File: src/rtl/mux_scan_ctrl.sv
// Four-channel scan controller for a 4:1 mux. It steps the selects through channels 0..3,
// dwells DWELL cycles on each, captures y, and publishes the four bits with a done pulse.
module mux_scan_ctrl #(
  parameter int unsigned DWELL = 4
) (
  input  logic       clk,
  input  logic       rst,
  input  logic       start,
  input  logic       cont,
  input  logic       y,
  output logic       s1,
  output logic       s0,
  output logic       busy,
  output logic [3:0] sample,
  output logic       done
);

  localparam int unsigned CW = (DWELL > 2) ? $clog2(DWELL) : 1;
  localparam logic [CW-1:0] CNT_LAST = CW'(DWELL - 1);

  typedef enum logic {
    IDLE = 1'b0,
    SCAN = 1'b1
  } state_e;

  state_e        state_q, state_d;
  logic [1:0]    ch_q, ch_d;
  logic [CW-1:0] cnt_q, cnt_d;
  logic [3:0]    shd_q, shd_d;
  logic [3:0]    sample_q, sample_d;
  logic          done_q, done_d;

  // NOTE: every target gets a default before any branch, so no path can infer a latch.
  always_comb begin
    state_d  = state_q;
    ch_d     = ch_q;
    cnt_d    = cnt_q;
    shd_d    = shd_q;
    sample_d = sample_q;
    done_d   = 1'b0;

    unique case (state_q)
      IDLE: begin
        if (start) begin
          state_d = SCAN;
          ch_d    = 2'd0;
          cnt_d   = '0;
          shd_d   = 4'b0000;
        end
      end
      SCAN: begin
        if (cnt_q == CNT_LAST) begin
          cnt_d        = '0;
          shd_d[ch_q]  = y;
          ch_d         = ch_q + 2'd1;
          // Channel 3 capture ends the scan; the ch wrap puts the selects back on channel 0.
          if (ch_q == 2'd3) begin
            sample_d = {y, shd_q[2:0]};
            done_d   = 1'b1;
            shd_d    = 4'b0000;
            if (!cont) state_d = IDLE;
          end
        end else begin
          cnt_d = cnt_q + CW'(1);
        end
      end
      default: state_d = IDLE;
    endcase
  end

  // NOTE: sequential state uses non-blocking assignments so all registers update together.
  always_ff @(posedge clk) begin
    if (rst) begin
      state_q  <= IDLE;
      ch_q     <= 2'd0;
      cnt_q    <= '0;
      shd_q    <= 4'b0000;
      sample_q <= 4'b0000;
      done_q   <= 1'b0;
    end else begin
      state_q  <= state_d;
      ch_q     <= ch_d;
      cnt_q    <= cnt_d;
      shd_q    <= shd_d;
      sample_q <= sample_d;
      done_q   <= done_d;
    end
  end

  assign s1     = ch_q[0];
  assign s0     = ch_q[1];
  assign busy   = (state_q == SCAN);
  assign sample = sample_q;
  assign done   = done_q;

endmodule

File: config.mk
export PLATFORM = sky130hd
export DESIGN_NAME = mux_scan_ctrl
export DESIGN_NICKNAME = d
export VERILOG_FILES = /design/src/rtl/mux_scan_ctrl.sv
export SDC_FILE = /design/constraint.sdc
export NUM_CORES = 1
export LEC_CHECK = 0
export BUFFER_PORTS_ARGS = -buffer_cell sky130_fd_sc_hd__buf_2
export CAP_MARGIN = 20
export CORE_UTILIZATION = 45
export CTS_CLUSTER_SIZE = 14
export DETAILED_ROUTE_END_ITERATION = 10
export PLACE_DENSITY_LB_ADDON = 0.15
export SYNTH_ARGS = -nofsm -noshare
export SYNTH_HDL_FRONTEND = slang
export SYNTH_SLANG_ARGS = --single-unit
File: constraint.sdc
create_clock -name clk -period 2.4 [get_ports clk]
set_input_delay 0.24 -clock clk [delete_from_list [all_inputs] [get_ports clk]]
set_output_delay 0.24 -clock clk [all_outputs]
set_load 0.01 [all_outputs]
==> out/metrics.yaml <==
setup_path:
  cpLargestDelayFamily: "flip-flops"
  worstPathCellList: "buf_2"
  r2r_end: "shd_q[0]"
  crit_buf_inv: 1
  startpoint_type: "register"
  r2r_start: "busy"
  rr_worst_depth: 3
  required_ns: 2.16
  reg2reg_slack_ns: 1.04
  end_kind: "output pin"
  path_max_fanout: 15
  cp_slowest_stage_delay_ns: 0.65
  worstPathArrival_ns: 1.14
  crit_type: "register to output pin"
  cp_slowest_cell: "dfxtp_1"
final_layout:
  final_area_um2: 696
  final_nets: 88
  multi_input_comb_area_um2: 324
  area_growth_pct: 14.6
  diodes: 0
  n_fill_cell: 118
  seq_area_um2: 260
  drive_gt1_share_pct: 23.7
floorplan:
  dieArea_mm2: 0.00150
  dieWidth_um: 38.7
  core_mm2: 0.00119
  ios: 13
  fp.dieH_um: 38.7
  fp-row-count: 12
  initial_core_util_pct: 51.2
yosys:
  synth-edff-count: 0
  synth_fp_nets: 73
  avgSynthCellArea_um2: 9.79
  ys_top_cells_by_count: "13 x dfxtp_1, 11 x nor2_1, 6 x ha_1, 6 x mux2i_1, 5 x a21oi_1"
  synth_warnings: 0
  ys_ff_latch: 13
  async_reset_ff_share_pct: 0
  synth_top_area_cell: "dfxtp_1"
  synth_top_area_share_pct: 42.9
  yosysMostFrequentCell: "dfxtp_1"
  synth_top_cells_by_area: "dfxtp_1 43%, ha_1 12%, mux2i_1 9.9%, nor2_1 6.8%, a21oi_1 4.1%"
  syn_inst: 62
  syn_area_um2: 607
  synth_cell_types: 19
  ys_seq_area_share_pct: 42.9
  dominantRegCellSynth: "dfxtp_1"
sta:
  fin_tns_setup_ns: 0
  maxSlewHeadroom_pct: 65.6
  setup_viol: 0
  rsz0062_at_grt: "no"
  max_freq_ghz: 0.722
  fin_crit_ns: 1.38
  timing.final.crit_share_pct: 57.7
  fin_skew_ns: 0.00205
  slew_violations: 0
  hold_viol: 0
  tightest_slew_ns: 0.516
placed_design:
  placed_area_um2: 669
  dp_hpwl_um: 712
  gp_congestion: 0.733
  numPortBuffers: 12
clocking:
  clkTransAtPathRegs_ns: 0.07
  cts_hold_buf: 0
  cts_resized: 0
  cts_made_buffers: 3
  clk_latency_ns: 0.27
  cts_tree: "yes"
  htreeDepth: 1
  cts-root-buf: "clkbuf_4"
  clock-sinks: 13
  post-cts-setup-buffer-count: 0
  cts_buffer_depth: 2
outcome:
  status: "finished clean"
route:
  drcViolationCount: 0
  vias: 461
  firstDrtPassIters: 4
  wl_um: 1020
  ant_nets: 0
  drt_iter0_drc: 14
  vias_per_cell: 5.12
  detail_route.wl_per_cell_um: 11.3
global_route:
  grt_first_pass_wirelength_um: 1600
  grt_pass1_vias: 386
  grt_max_degree: 16
  antenna_found_initial: 0
  grt_use_total_pct: 16.4
  gr-total-overflow: 0
hold_path:
  whs_endpoint: "busy"
  whs_path_depth: 3
  hold_path.class: "primary input to register"
  holdCritStartpoint: "cont"
job:
  cap_violations: 0
power:
  p_leak_uw: 0.000324
  irDropWorstVdd_uv: 337
  powerDensity_mw_per_mm2: 538
  power.total_uw: 375
==> sequential cells by signal (all words and copies together) (netlist names) <==
| signal | count |
|---|---|
| done | 1 |
| busy | 1 |
| sample | 4 |
| shd_q | 3 |
| ch_q | 2 |
| cnt_q | 2 |
==> cell usage in the layout (no fill, tap or decap) <==
master,count
a21o_1,1
nand3_1,2
nand2_1,2
mux2i_1,6
buf_2,12
nand4b_1,1
o21ai_1,2
nor2_1,11
nand2b_2,1
inv_1,2
clkbuf_1,1
dfxtp_1,13
nor3_1,2
a21oi_1,5
ha_1,6
clkbuf_4,3
and4b_2,1
nor3b_1,3
nand3_4,1
a32oi_1,1
==> per-layer routing <==
layer / track usage (%) / vias to the layer above / wire length (µm)
met5: 0 / - / 0
met4: 12.9 / 0 / 10
met3: 3.47 / 2 / 36
met2: 25.4 / 8 / 445
met1: 19.4 / 208 / 523
li1: - / 243 / -
==> area by class of cell <==
class	instances	share of cell area, %
multi-input cells	45	46.6
flip-flops and latches	13	37.4
repair buffers	12	8.63
clock buffers	4	3.78
well taps	14	2.52
inverters	2	1.08
==> kinds of logic after synthesis <==
kind of cell    count (synthesis)  synth area share, %
simple gates                   24                 22.7
flops                          13                 42.9
compound gates                  9                 8.45
mux                             6                 9.90
fa+ha+maj                       6                 12.4
buf+inv                         4                 3.71
==> report_power, final <==
part	internal, µW	switching, µW
logic	9.18	11.1
registers	218	6.54
clock network	64.3	65.0
total	292	82.6
==> worst max-delay path by stage <==
stage | startpoint | cells after the start | endpoint | slack, ns
detailed placement | busy | 3 | shd_q[0] | 1.09
CTS | busy | 1 | busy | 1.03
floorplan | ch_q[1] | 4 | shd_q[1] | 1.21
finish | busy | 1 | busy | 1.02
global placement | busy | 3 | shd_q[1] | 1.12
global route | busy | 1 | busy | 0.94
==> through the flow <==
| step | utilization, % | setup slack, ns | hold WS (ns) | std cells |
|---|---|---|---|---|
| 4_1_cts | 58.6 | 1.03 | 0.236 | 90 |
| 5_1_grt | 58.6 | 0.937 | 0.248 | 90 |
| 3_5_place_dp | 56.4 | 1.09 | 0.462 | 86 |
| 3_3_place_gp | 56.4 | 1.12 | 0.456 | 86 |
| 6_report | 58.6 | 1.02 | 0.243 | 90 |
| 2_1_floorplan | - | 1.21 | 0.309 | 62 |
Power figures use the tool's default switching activity.
